$ cat config.mk
export PLATFORM = sky130hd
export DESIGN_NAME = fwd_hazard_unit
export DESIGN_NICKNAME = d
export VERILOG_FILES = /design/src/rtl/fwd_hazard_unit.sv
export SDC_FILE = /design/constraint.sdc
export NUM_CORES = 1
export LEC_CHECK = 0
export CORE_ASPECT_RATIO = 0.6
export CORE_MARGIN = 8
export CORE_UTILIZATION = 40
export CTS_BUF_LIST = sky130_fd_sc_hd__clkbuf_4 sky130_fd_sc_hd__clkbuf_8
export DETAILED_ROUTE_END_ITERATION = 8
export HOLD_SLACK_MARGIN = 0.1
export PLACE_DENSITY = 0.72
export SYNTH_ARGS = -nofsm -noshare
export SYNTH_HDL_FRONTEND = slang
export SYNTH_SLANG_ARGS = --single-unit
$ cat constraint.sdc
create_clock -name clk_i -period 8.7 [get_ports clk_i]
set_input_delay 1.74 -clock clk_i [delete_from_list [all_inputs] [get_ports clk_i]]
set_output_delay 1.74 -clock clk_i [all_outputs]
set_load 0.05 [all_outputs]
$ cat src/rtl/fwd_hazard_unit.sv
// Operand bypass and hazard detector: tracks DEPTH in-flight producers and resolves
// both decode-stage source operands to the newest pipeline value or the register file.
module fwd_hazard_unit #(
    parameter int unsigned DEPTH              = 3,
    parameter int unsigned XLEN               = 32,
    parameter int unsigned REG_BITS           = 5,
    parameter bit          ZERO_REG_HARDWIRED = 1'b1
) (
    input  logic                    clk_i,
    input  logic                    rst_i,
    input  logic [31:0]             dec_ir_i,
    input  logic                    issue_vld_i,
    input  logic                    hold_i,
    input  logic                    flush_i,
    input  logic [DEPTH-1:0]        res_vld_i,
    input  logic [DEPTH*XLEN-1:0]   res_data_i,
    input  logic [XLEN-1:0]         rf_data1_i,
    input  logic [XLEN-1:0]         rf_data2_i,
    output logic [1:0]              fwd_o,
    output logic [XLEN-1:0]         data1_o,
    output logic [XLEN-1:0]         data2_o,
    output logic                    stall_o,
    output logic [15:0]             stall_cnt_o
);

    localparam int unsigned CNT_W = 16;

    localparam logic [3:0] OP_LW    = 4'd0;
    localparam logic [3:0] OP_SW    = 4'd1;
    localparam logic [3:0] OP_LI    = 4'd2;
    localparam logic [3:0] OP_ADDU  = 4'd3;
    localparam logic [3:0] OP_ADDIU = 4'd4;
    localparam logic [3:0] OP_SLL   = 4'd5;
    localparam logic [3:0] OP_MUL   = 4'd6;
    localparam logic [3:0] OP_BGE   = 4'd7;
    localparam logic [3:0] OP_MULI  = 4'd9;

    // Per-stage producer state; index 0 is stage 1 (youngest)
    logic                vld_q  [DEPTH];
    logic [REG_BITS-1:0] dest_q [DEPTH];
    logic                rdy_q  [DEPTH];
    logic [XLEN-1:0]     data_q [DEPTH];
    logic                vld_d  [DEPTH];
    logic [REG_BITS-1:0] dest_d [DEPTH];
    logic                rdy_d  [DEPTH];
    logic [XLEN-1:0]     data_d [DEPTH];
    logic [CNT_W-1:0]    cnt_q;
    logic [CNT_W-1:0]    cnt_d;

    logic [3:0]          opcode_c;
    logic [REG_BITS-1:0] fld_a_c;
    logic [REG_BITS-1:0] fld_b_c;
    logic [REG_BITS-1:0] fld_c_c;
    logic [REG_BITS-1:0] src1_c;
    logic [REG_BITS-1:0] src2_c;
    logic                src1_vld_c;
    logic                src2_vld_c;
    logic                writer_c;
    logic                hit1_c;
    logic                hit2_c;
    logic                avail1_c;
    logic                avail2_c;
    logic [XLEN-1:0]     fdata1_c;
    logic [XLEN-1:0]     fdata2_c;
    logic                unused_imm_c;

    assign opcode_c     = dec_ir_i[31:28];
    assign fld_a_c      = REG_BITS'(dec_ir_i[27:23]);
    assign fld_b_c      = REG_BITS'(dec_ir_i[22:18]);
    assign fld_c_c      = REG_BITS'(dec_ir_i[17:13]);
    assign unused_imm_c = ^dec_ir_i[12:0];

    // Instruction decode: which fields are sources, and whether it writes field A
    always_comb begin
        src1_c     = fld_b_c;
        src2_c     = fld_c_c;
        src1_vld_c = 1'b0;
        src2_vld_c = 1'b0;
        writer_c   = 1'b0;
        case (opcode_c)
            OP_LW, OP_ADDIU, OP_SLL, OP_MULI: begin
                src1_vld_c = 1'b1;
                writer_c   = 1'b1;
            end
            OP_ADDU, OP_MUL: begin
                src1_vld_c = 1'b1;
                src2_vld_c = 1'b1;
                writer_c   = 1'b1;
            end
            OP_SW, OP_BGE: begin
                src1_c     = fld_a_c;
                src2_c     = fld_b_c;
                src1_vld_c = 1'b1;
                src2_vld_c = 1'b1;
            end
            OP_LI:   writer_c = 1'b1;
            default: ;
        endcase
    end

    // Scan oldest to youngest so the youngest matching producer overwrites older ones
    always_comb begin
        hit1_c   = 1'b0;
        hit2_c   = 1'b0;
        avail1_c = 1'b0;
        avail2_c = 1'b0;
        fdata1_c = '0;
        fdata2_c = '0;
        for (int s = int'(DEPTH) - 1; s >= 0; s--) begin
            if (src1_vld_c && vld_q[s] && (dest_q[s] == src1_c)) begin
                hit1_c   = 1'b1;
                avail1_c = rdy_q[s] | res_vld_i[s];
                fdata1_c = res_vld_i[s] ? res_data_i[s*XLEN +: XLEN] : data_q[s];
            end
            if (src2_vld_c && vld_q[s] && (dest_q[s] == src2_c)) begin
                hit2_c   = 1'b1;
                avail2_c = rdy_q[s] | res_vld_i[s];
                fdata2_c = res_vld_i[s] ? res_data_i[s*XLEN +: XLEN] : data_q[s];
            end
        end
    end

    assign fwd_o       = {hit2_c & avail2_c, hit1_c & avail1_c};
    assign data1_o     = fwd_o[0] ? fdata1_c : rf_data1_i;
    assign data2_o     = fwd_o[1] ? fdata2_c : rf_data2_i;
    assign stall_o     = (hit1_c & ~avail1_c) | (hit2_c & ~avail2_c);
    assign stall_cnt_o = cnt_q;

    // Next state: flush clears, hold captures results in place, otherwise shift
    always_comb begin
        vld_d  = vld_q;
        dest_d = dest_q;
        rdy_d  = rdy_q;
        data_d = data_q;
        cnt_d  = cnt_q;
        if (flush_i) begin
            for (int s = 0; s < int'(DEPTH); s++) vld_d[s] = 1'b0;
        end else if (hold_i) begin
            for (int s = 0; s < int'(DEPTH); s++) begin
                if (res_vld_i[s]) begin
                    rdy_d[s]  = 1'b1;
                    data_d[s] = res_data_i[s*XLEN +: XLEN];
                end
            end
        end else begin
            for (int s = 1; s < int'(DEPTH); s++) begin
                vld_d[s]  = vld_q[s-1];
                dest_d[s] = dest_q[s-1];
                rdy_d[s]  = rdy_q[s-1] | res_vld_i[s-1];
                data_d[s] = res_vld_i[s-1] ? res_data_i[(s-1)*XLEN +: XLEN] : data_q[s-1];
            end
            vld_d[0]  = issue_vld_i & ~stall_o & writer_c
                      & ~(ZERO_REG_HARDWIRED & (fld_a_c == '0));
            dest_d[0] = fld_a_c;
            rdy_d[0]  = 1'b0;
            data_d[0] = '0;
        end
        if (!flush_i && !hold_i && stall_o && (cnt_q != '1)) begin
            cnt_d = cnt_q + CNT_W'(1);
        end
    end

    always_ff @(posedge clk_i) begin
        if (rst_i) begin
            for (int s = 0; s < int'(DEPTH); s++) begin
                vld_q[s]  <= 1'b0;
                dest_q[s] <= '0;
                rdy_q[s]  <= 1'b0;
                data_q[s] <= '0;
            end
            cnt_q <= '0;
        end else begin
            vld_q  <= vld_d;
            dest_q <= dest_d;
            rdy_q  <= rdy_d;
            data_q <= data_d;
            cnt_q  <= cnt_d;
        end
    end

endmodule

### Word-level counts from Yosys, hierarchy flattened

Cells that the tools add are included.

| cells by class | value |
|---|---|
| add/subtract/negate cells | 1 |
| multipliers | 0 |
| div/mod/pow operators | 0 |
| order comparisons | 0 |
| equal/unequal tests | 18 |
| shifts and indexed selects | 0 |
| multiplexer cells | 33 |
| bitwise logic cells | 17 |
| reductions and logical operators | 28 |

Operators with widths:

| operator | count |
|---|---|
| $mux 32 | 11 |
| $mux 96 | 1 |
| $eq 5x5->1 | 6 |
| $mux 1 | 18 |
| $add 16x1->16 const B | 1 |
| $eq 4x3->1 const B | 4 |
| $ne 16x16->1 const B | 1 |
| $logic_and 1x1->1 | 15 |
| $mux 5 | 2 |
| $eq 4x2->1 const B | 2 |
| $reduce_and 2->1 | 4 |
| $reduce_or 8->1 | 1 |
| $and 1x1->1 | 7 |
| $reduce_or 7->1 | 1 |
| $ne 2x1->1 const B | 3 |
| $not 1->1 | 6 |
| $logic_not 5->1 | 1 |
| $eq 4x1->1 const B | 1 |
| $eq 4x4->1 const B | 1 |
| $logic_not 4->1 | 1 |
| $or 1x1->1 | 4 |
| $reduce_or 2->1 | 2 |
| $reduce_or 4->1 | 1 |
| $mux 3 | 1 |
| $logic_not 1->1 | 2 |

| storage, ports and cells | value |
|---|---|
| register bits | 133 |
| latch bits | 0 |
| bits in writable memories | 0 |
| memory bits (read-only) | 0 |
| input bits | 200 |
| output and inout bits | 83 |
| memories kept | 0 |

### Longest topological paths before layout

| logic depth | value |
|---|---|
| word-level depth | 15 |
| mapped depth | 14 |
| gate-level depth less buffers | 10 |

### Worst setup path before layout

No wires, ideal clock.

| path | value |
|---|---|
| path type | input to output |
| start | input port dec_ir_i[29] |
| end | output port data2_o[22] |
| data arrival time | 4282 ps |
| required time | 6960 ps |
| path slack | 2678 ps |
| stages on the path | 12 |
| buffers on the path | 3 |
| path through | buf_2 xor2_1 buf_4 o21ai_0 a21oi_1 nor4_2 nand2_1 nor2_1 a221oi_1 a21oi_2 buf_4 mux2_2 |

| between the ends | value |
|---|---|
| longest elaborated chain between the ends | 10 |

RTL lines:

| element | RTL line | text |
|---|---|---|
| from (decl) | 11 | `input logic [31:0] dec_ir_i,` |
| $eq 4x1->1 (tied with other cells) | 80 | `case (opcode_c)` |
| $reduce_or 2->1 / $reduce_or 4->1 (equally long branches) | n/a |  |
| $mux 5 / $mux 1 (equally long branches) | 80 |  |
| $eq 5x5->1 / $logic_and 1x1->1 (equally long branches) | 115 | `if (src2_vld_c && vld_q[s] && (dest_q[s] == src2_c)) begin` |
| $logic_and 1x1->1 | 115 |  |
| $mux 1 (3 in series) | 115 |  |
| $and 1x1->1 (*) | 123 | `assign fwd_o = {hit2_c & avail2_c, hit1_c & avail1_c};` |
| via fwd_o[1] | 19 | `output logic [1:0] fwd_o,` |
| $mux 32 (*) | 125 | `assign data2_o = fwd_o[1] ? fdata2_c : rf_data2_i;` |
| to (decl) | 21 | `output logic [XLEN-1:0] data2_o,` |

Mark *: on every way through the listed nets, which the timed path passes. The rest lies on a longest branch.

### Final worst setup path

| path | value |
|---|---|
| start | input port dec_ir_i[29] |
| end | output port data2_o[6] |

| between the ends | value |
|---|---|
| longest elaborated chain between the ends | 10 |

RTL lines:

| element | RTL line |
|---|---|
| $eq 4x1->1 (tied with other cells) | 80 |
| $reduce_or 2->1 / $reduce_or 4->1 (equally long branches) | n/a |
| $mux 5 / $mux 1 (equally long branches) | 80 |
| $eq 5x5->1 / $logic_and 1x1->1 (equally long branches) | 115 |
| $logic_and 1x1->1 | 115 |
| $mux 1 (3 in series) | 115 |
| $and 1x1->1 | 123 |
| $mux 32 (*) | 125 |

Mark *: on every way between the ends. The rest lies on a longest branch, timed or not.

==> metrics.txt <==
# TYPE chip_impl_metric gauge
chip_impl_metric{name="worst-path-buf-inv",unit=""} 3
chip_impl_metric{name="layout_cells_sized_above_1",unit=""} 0.165
chip_impl_metric{name="postSynthNetCount",unit=""} 1412
chip_impl_metric{name="grt_pass1_vias",unit=""} 9820
chip_impl_metric{name="cap_viol_max_count",unit=""} 0
chip_impl_metric{name="power.share.clock",unit=""} 0.314
chip_impl_metric{name="route.detailed.wl_per_inst",unit="um"} 21.1
chip_impl_metric{name="compound_gate_portion_of_the_synthesized_area",unit=""} 0.257
chip_impl_metric{name="power.sequential.fraction",unit=""} 0.418
chip_impl_info{name="synthFlopType",value="sky130_fd_sc_hd__dfxtp_1"} 1
chip_impl_info{name="critical_path_capture_point_type",value="output pin"} 1
chip_impl_metric{name="ant_nets",unit=""} 0
chip_impl_metric{name="mappedNetlistArea",unit="sq um"} 9560
chip_impl_metric{name="gr-usage-all-layers",unit=""} 0.241
chip_impl_metric{name="cts.htree.levels",unit=""} 4
chip_impl_metric{name="first_pass_grt_wire_length",unit="um"} 56500
chip_impl_metric{name="max_freq",unit="MHz"} 121
chip_impl_metric{name="max_slew_headroom_at_the_worst_pin",unit=""} 0.274
chip_impl_metric{name="synth_top_area_share",unit=""} 0.278
chip_impl_metric{name="fin_hold_ws",unit="ns"} 0.463
chip_impl_metric{name="clockBufferDepth",unit=""} 2
chip_impl_metric{name="post_cts_hold_buffer_count",unit=""} 0
chip_impl_metric{name="timing.critical_path.fanout_max",unit=""} 17
chip_impl_metric{name="yosys.area_share.adder",unit=""} 0.00131
chip_impl_metric{name="yosys_register_bits",unit=""} 133
chip_impl_metric{name="power_per_cell_area",unit="nW/um^2"} 122
chip_impl_metric{name="synthesis.area_per_instance",unit="sq um"} 7.90
chip_impl_info{name="main_combinational_cell_family_by_area_after_synthesis",value="compound AO/OA/AOI/OAI gates"} 1
chip_impl_metric{name="synth-seq-area-share",unit=""} 0.278
chip_impl_metric{name="number_of_primary_i_o_pins",unit=""} 283
chip_impl_metric{name="grt_start_max_net_pins",unit=""} 76
chip_impl_metric{name="cts_made_buffers",unit=""} 17
chip_impl_metric{name="fp.dieArea",unit="sq um"} 29300
chip_impl_metric{name="synthMuxAreaShare",unit=""} 0.202
chip_impl_metric{name="drt-pass1-iter-count",unit=""} 5
chip_impl_metric{name="finalHoldViolCount",unit=""} 0
chip_impl_metric{name="cts.clk_slew.worst_paths",unit="ns"} 0.07
chip_impl_metric{name="via_count",unit=""} 10300
chip_impl_metric{name="insertion_delay",unit="ns"} 0.45
chip_impl_info{name="critPathTopFamily",value="buffers and inverters"} 1
chip_impl_info{name="synth_area_leader_cell",value="sky130_fd_sc_hd__dfxtp_1"} 1
chip_impl_metric{name="critical_path_arrival",unit="ns"} 6.52
chip_impl_metric{name="initial_core_util",unit=""} 0.411
chip_impl_info{name="worst_hold_check_path_type",value="reg -> reg"} 1
chip_impl_metric{name="area_growth",unit="%"} 32.8
chip_impl_metric{name="p_comb_frac",unit=""} 0.268
chip_impl_info{name="timing.critical_path.slowest_stage_cell",value="sky130_fd_sc_hd__xor2_1"} 1
chip_impl_metric{name="final_period_minus_worst_setup_slack",unit="ns"} 8.26
chip_impl_metric{name="post_cts_buffers",unit=""} 0
chip_impl_info{name="run_status",value="finished clean"} 1
chip_impl_info{name="worstSetupStartpointType",value="input pin"} 1
chip_impl_metric{name="cts_resized",unit=""} 0
chip_impl_metric{name="drtIter0Drc",unit=""} 856
chip_impl_metric{name="yosys.area_share.simple",unit=""} 0.185
chip_impl_info{name="ys_top_cells_by_area",value="sky130_fd_sc_hd__dfxtp_1 (28%), sky130_fd_sc_hd__mux2_2 (15%), sky130_fd_sc_hd__a21oi_1 (10%)"} 1
chip_impl_metric{name="route.final.wire_length",unit="um"} 36700
chip_impl_info{name="timing.critical_path.mode_cell",value="sky130_fd_sc_hd__clkdlybuf4s50_1"} 1
chip_impl_metric{name="worst-slew-pin-transition",unit="ns"} 1.09
chip_impl_info{name="critical_path_class",value="in -> out"} 1
chip_impl_metric{name="netlist_instances",unit=""} 1211
chip_impl_metric{name="final_util",unit=""} 0.545
chip_impl_metric{name="dp_hpwl",unit="um"} 26100
chip_impl_info{name="cts.root.buffer_cell",value="sky130_fd_sc_hd__clkbuf_8"} 1
chip_impl_metric{name="post_synth_xor_area_fraction",unit=""} 0.0191
chip_impl_metric{name="drc",unit=""} 0
chip_impl_metric{name="final.setup_skew",unit="ns"} 0.0141
chip_impl_metric{name="power.static_leakage",unit="nW"} 4.56
chip_impl_metric{name="grt_antenna_before_repair",unit=""} 5
chip_impl_metric{name="power.ir.vdd_worst",unit="mV"} 0.0785
chip_impl_metric{name="core_area",unit="sq um"} 23300
chip_impl_metric{name="final_min_period_over_clock_period",unit=""} 0.949
chip_impl_metric{name="synth.distinct_cells",unit=""} 64
chip_impl_info{name="cp_cell_sequence",value="clkdlybuf4s50_1 -> xor2_1 -> o21ai_0 -> and3_1 -> nor4_2 -> nand2_1 -> nor2_4 -> buf_4 -> a221oi_1 -> a21oi_4 -> mux2_2 -> clkdlybuf4s50_1"} 1
chip_impl_metric{name="nNetsFinal",unit=""} 1607
chip_impl_metric{name="ys_async_sr_fraction",unit=""} 0
chip_impl_metric{name="io_buffer_count",unit=""} 269
chip_impl_metric{name="maxSlewViolCount",unit=""} 0
chip_impl_info{name="rsz0062_at_grt",value="no"} 1
chip_impl_metric{name="cp_slowest_stage_delay",unit="ns"} 0.74
chip_impl_metric{name="power.share.switching",unit=""} 0.317
chip_impl_metric{name="globalRoute.totalOverflow",unit=""} 0
chip_impl_metric{name="design_power_total",unit="W"} 0.00155
chip_impl_metric{name="synth.yosys.warnings",unit=""} 0
chip_impl_metric{name="crit_required",unit="ns"} 6.96
chip_impl_metric{name="fin_setup_tns",unit="ns"} 0
chip_impl_metric{name="placementRows",unit=""} 43
chip_impl_metric{name="die_x",unit="um"} 216
chip_impl_metric{name="routability_cong",unit=""} 0.932
chip_impl_metric{name="internal_power",unit="W"} 0.00106
chip_impl_metric{name="netSwitchingPower",unit="W"} 0.000492
chip_impl_metric{name="die_height",unit="um"} 136
chip_impl_metric{name="synth-edff-count",unit=""} 0
chip_impl_metric{name="avgViaCountPerCell",unit=""} 5.94
chip_impl_metric{name="clock_sinks",unit=""} 133
chip_impl_info{name="tritoncts",value="yes"} 1
chip_impl_metric{name="final-setup-viol-count",unit=""} 0
==> cell type report <==
cell class | count | area (sq um)
Clock buffer | 20 | 269
Inverter | 18 | 67.6
Multi-Input combinational cell | 946 | 6420
Timing Repair Buffer | 290 | 2800
Clock inverter | 11 | 85.1
Sequential cell | 133 | 2660
Tap cell | 315 | 394
Fill cell | 2159 | 10600
Antenna cell | 3 | 7.51
==> power by group through the flow <==
stage,sequential [W],clock [W],combinational [W]
CTS,0.000649,0.000499,0.000414
global placement,0.000662,0,0.000407
global route,0.000652,0.000530,0.000447
detailed placement,0.000663,0,0.000413
finish,0.000650,0.000487,0.000416
floorplan,0.000658,0,0.000252
==> kinds of logic (layout without fill, tap and decap cells) <==
kind of cell               Yosys count  after routing
AOI/OAI and AO/OA                  388            388
and+or+nand+nor                    361            361
muxes                              176            176
DFF                                133            133
buffers and inverters              132            339
xor gates and xnor gates            20             20
adders and majority gates            1              1
other                                0              3
==> stage by stage <==
stage	worst slack (ns)	instance area (sq um)	std cells
2_1_floorplan	2.68	9560	1211
3_3_place_gp	0.512	12300	1702
3_5_place_dp	0.516	12300	1702
4_1_cts	0.481	12700	1733
5_1_grt	0.173	12700	1734
6_report	0.440	12700	1736
==> path summary, 6_finish.rpt <==
| check | from | to | slack (ns) | cells after the start |
|---|---|---|---|---|
| setup / recovery | dec_ir_i[29] | data2_o[6] | 0.44 | 12 |
| setup reg to reg | dest_q[1] | stall_cnt_o[5] | 4.75 | 10 |
| hold / removal | data_q[67] | data_q[67] | 0.46 | 2 |
| hold reg to reg | data_q[67] | data_q[67] | 0.46 | 2 |
==> sequential cells by signal (all words and copies together) (netlist names) <==
register     count
stall_cnt_o     16
rdy_q            3
vld_q            3
data_q          96
dest_q          15
==> cell usage after synthesis (18+ instances only) <==
cell	n
sky130_fd_sc_hd__mux2_2	129
sky130_fd_sc_hd__mux2i_1	42
sky130_fd_sc_hd__a211oi_1	36
sky130_fd_sc_hd__clkbuf_1	83
sky130_fd_sc_hd__nand2_1	74
sky130_fd_sc_hd__dfxtp_1	133
sky130_fd_sc_hd__a21oi_1	198
sky130_fd_sc_hd__a221oi_1	69
sky130_fd_sc_hd__nor2_1	147
sky130_fd_sc_hd__o22ai_1	34
sky130_fd_sc_hd__nand3_1	18
sky130_fd_sc_hd__nand2b_1	36
==> worst register-to-register path: stages (launching register included) <==
cell	delay [ns]
sky130_fd_sc_hd__dfxtp_1	0.50
sky130_fd_sc_hd__xor2_1	0.14
sky130_fd_sc_hd__nor4b_1	0.51
sky130_fd_sc_hd__mux2i_1	0.17
sky130_fd_sc_hd__and4bb_2	0.33
sky130_fd_sc_hd__o31a_2	0.15
sky130_fd_sc_hd__buf_4	0.42
sky130_fd_sc_hd__a32oi_1	0.26
sky130_fd_sc_hd__a311oi_2	0.75
sky130_fd_sc_hd__and4_1	0.29
sky130_fd_sc_hd__mux2_2	0.33
==> layout by cell type, fill, tap and decap left out, types with 18 or more instances in the layout <==
| cell type | count |
|---|---|
| sky130_fd_sc_hd__nand3_1 | 18 |
| sky130_fd_sc_hd__nand2_1 | 74 |
| sky130_fd_sc_hd__nor2_1 | 146 |
| sky130_fd_sc_hd__mux2i_1 | 42 |
| sky130_fd_sc_hd__clkbuf_8 | 19 |
| sky130_fd_sc_hd__dfxtp_1 | 133 |
| sky130_fd_sc_hd__a211oi_1 | 36 |
| sky130_fd_sc_hd__nand2b_1 | 36 |
| sky130_fd_sc_hd__buf_4 | 41 |
| sky130_fd_sc_hd__a21oi_1 | 197 |
| sky130_fd_sc_hd__mux2_2 | 129 |
| sky130_fd_sc_hd__clkdlybuf4s50_1 | 245 |
| sky130_fd_sc_hd__o22ai_1 | 34 |
| sky130_fd_sc_hd__a221oi_1 | 69 |
==> per-layer routing <==
layer,global-route usage,share of wire
met1,0.327,0.45
met2,0.364,0.43
met3,0.0832,0.10
met4,0.0535,0.014
met5,0,0.0010
(Power assumes the default switching activity.)
==> edit (config.mk and constraints unchanged) <==
The parameter `REG_BITS` goes from 5 to 6.
--- a/src/rtl/fwd_hazard_unit.sv
+++ b/src/rtl/fwd_hazard_unit.sv
@@ -3,7 +3,7 @@
 module fwd_hazard_unit #(
     parameter int unsigned DEPTH              = 3,
     parameter int unsigned XLEN               = 32,
-    parameter int unsigned REG_BITS           = 5,
+    parameter int unsigned REG_BITS           = 6,
     parameter bit          ZERO_REG_HARDWIRED = 1'b1
 ) (
     input  logic                    clk_i,
Check against the original RTL: same outputs for any inputs over 4 cycles, from zero or initial values and one cycle with rst_i high; that may be too few to reach the edited logic, so the function may still have changed.
==> edit against the unedited design <==
Area after synthesis increased by 0.24%; critical endpoint is now stall_o; clock skew down 0.0046 ns; count of clock-buffer cells in the layout decreased by 2; setup slack better by 0.61 ns; sequential power hardly changed; final area is 2.0% higher; wire length rose by 4.6%; total power increased by 2.7%; sequential share of layout area fell by 0.41 points; core utilization decreased by 0.18 points; sequential cell count stayed put; die area grew 0.21%.
==> edit: results (changes against the unedited design) <==
=================================================================================
Number of port buffers                                                        269   unchanged
Initial antenna violation count                                                 6   was 5
Ranking of synthesized cells by instance count                       sky130_fd_sc_hd__nand2_1, sky130_fd_sc_hd__nor2_1, sky130_fd_sc_hd__dfxtp_1   was sky130_fd_sc_hd__a21oi_1, sky130_fd_sc_hd__nor2_1, sky130_fd_sc_hd__dfxtp_1
Clock latency of the later-clocked register in the worst-skew pair        0.49 ns   was 0.45 ns
GP Congestion                                                               0.905   was 0.932
Cell types with the largest area share after synthesis               sky130_fd_sc_hd__dfxtp_1, sky130_fd_sc_hd__nand2_1, sky130_fd_sc_hd__mux2i_1   was sky130_fd_sc_hd__dfxtp_1, sky130_fd_sc_hd__mux2_2, sky130_fd_sc_hd__a21oi_1
Top fanout value on the critical path                                          64   was 17
Via count of the first global-routing pass                                 10,200   was 9,820
Worst Hold Path Cells                                                           2   unchanged
Fraction of layout instances using a drive strength above 1                 0.117   was 0.165
Overall Global Routing Usage                                                0.250   was 0.241
Warnings, synthesis                                                             0   unchanged
Post-placement cell count                                                   1,827   was 1,702
CTS H-tree lvls                                                                 4   unchanged
Static leakage                                                            4.75 nW   was 4.56 nW
Post-CTS Setup Bufs                                                             0   unchanged
Number of cell instances on the worst register-to-register path                10   unchanged
Library cells used by synthesis                                                63   was 64
First-pass iteration count of the detailed router                               6   was 5
Reg clk slew, reported paths                                              0.09 ns   was 0.07 ns
Total CTS buffers                                                              17   unchanged
Via count normalized by instance count                                       5.78   was 5.94
Async set or reset register ratio after synthesis                               0   unchanged
Pint                                                                      1.06 mW   about the same
Overflow left after global routing                                              0   unchanged
Sequential share of the synthesized area                                    0.278   about the same
Routed vias                                                                10,800   was 10,300
Total wire length after detailed routing                                38,400 µm   was 36,700 µm
Slowest Stage Delay on Critical Path                                      0.77 ns   was 0.74 ns
Final setup skew                                                       0.00946 ns   was 0.0141 ns
DPL Wire Length                                                         26,100 µm   about the same
Setup slack on the worst flop-to-flop path                                5.13 ns   was 4.75 ns
Worst path slowest cell                                              sky130_fd_sc_hd__clkdlybuf4s50_1   was sky130_fd_sc_hd__xor2_1
Buffer levels on the longest clock path                                         2   unchanged
Number of nets produced by synthesis                                        1,539   was 1,412
Mapped Avg Cell Area                                                     7.16 µm²   was 7.90 µm²
Max reg flops                                                                  96   unchanged
Run status                                                           complete, no violations   unchanged
Final net count                                                             1,725   was 1,607
Maximum number of pins on one net before global-route repair                   83   was 76
Global-route wire length before repair                                  58,500 µm   was 56,500 µm
CP arrival                                                                5.91 ns   was 6.52 ns
Resize count post-CTS                                                           0   unchanged
Worst min-delay path category                                        register to register   unchanged
Max_slew headroom                                                           0.218   was 0.274
Reg with most FFs                                                          data_q   unchanged
VDD IR-drop max                                                         0.0893 mV   was 0.0785 mV
Detailed router's first-iteration violation count                             957   was 856
=================================================================================
-- edit: changes by cell type after synthesis, sizes merged, moves of 15 or more --
cell,delta
a21oi,-80
a221oi,-69
mux2,-68
mux2i,+31
nand2,+168
o21ai,+120
o311ai,+15
-- edit: final cells by class --
type,instances,area [µm²]
inverters,18,67.6
clock buffers,18,248
clock inverters,14,128
repair buffers,287,3000
multi-input cells,1067,6450
flip-flops and latches,133,2660
well taps,322,403
diodes,2,5.00
fillers,2258,10900
-- edit: final timing paths --
check | end | from
setup / recovery | stall_o | dec_ir_i[29]
hold / removal | data_q[40] | data_q[40]
hold reg to reg | data_q[40] | data_q[40]
setup reg to reg | stall_cnt_o[14] | dest_q[10]
-- edit: power groups by stage --
| stage | logic, mW | clock network [mW] | registers [mW] |
|---|---|---|---|
| global placement | 0.413 | 0 | 0.662 |
| floorplan | 0.238 | 0 | 0.658 |
| global route | 0.452 | 0.555 | 0.652 |
| detailed placement | 0.419 | 0 | 0.663 |
| CTS | 0.421 | 0.531 | 0.649 |
| finish | 0.424 | 0.522 | 0.649 |
-- edit: worst max-delay path: cells and delay by family --
kind                      cells  cell delay [ns]
AOI/OAI and AO/OA             4             1.30
and+or+nand+nor               2             0.56
buffers and inverters         3             2.05
xor gates and xnor gates      1             0.26
-- edit: logic make-up (layout without fill, tap and decap cells) --
| family | count (synthesis) | in the layout | share of synthesized area |
|---|---|---|---|
| and+or+nand+nor | 488 | 488 | 0.222 |
| AOI/OAI and AO/OA | 406 | 406 | 0.256 |
| muxes | 139 | 139 | 0.155 |
| buffers and inverters | 138 | 337 | 0.0572 |
| DFF | 133 | 133 | 0.278 |
| xor gates and xnor gates | 33 | 33 | 0.0309 |
| adders and majority gates | 1 | 1 | 0.00130 |
| other | 0 | 2 | 0 |
-- edit: metal layers --
metal | global-route usage | wire (µm) | up-vias
met2 | 0.377 | 16400 | 520
met1 | 0.345 | 17500 | 5073
li1 | - | - | 5094
met5 | 0 | 52 | -
met3 | 0.0702 | 3750 | 62
met4 | 0.0723 | 661 | 8
-- edit: stage by stage --
| step | hold slack (ns) | cell area, µm² | setup slack (ns) |
|---|---|---|---|
| 3_5_place_dp | 0.451 | 12600 | 1.12 |
| 4_1_cts | 0.464 | 13000 | 1.09 |
| 5_1_grt | 0.475 | 13000 | 0.847 |
| 3_3_place_gp | 0.446 | 12600 | 1.10 |
| 2_1_floorplan | 0.438 | 9590 | 2.07 |
| 6_report | 0.464 | 13000 | 1.05 |
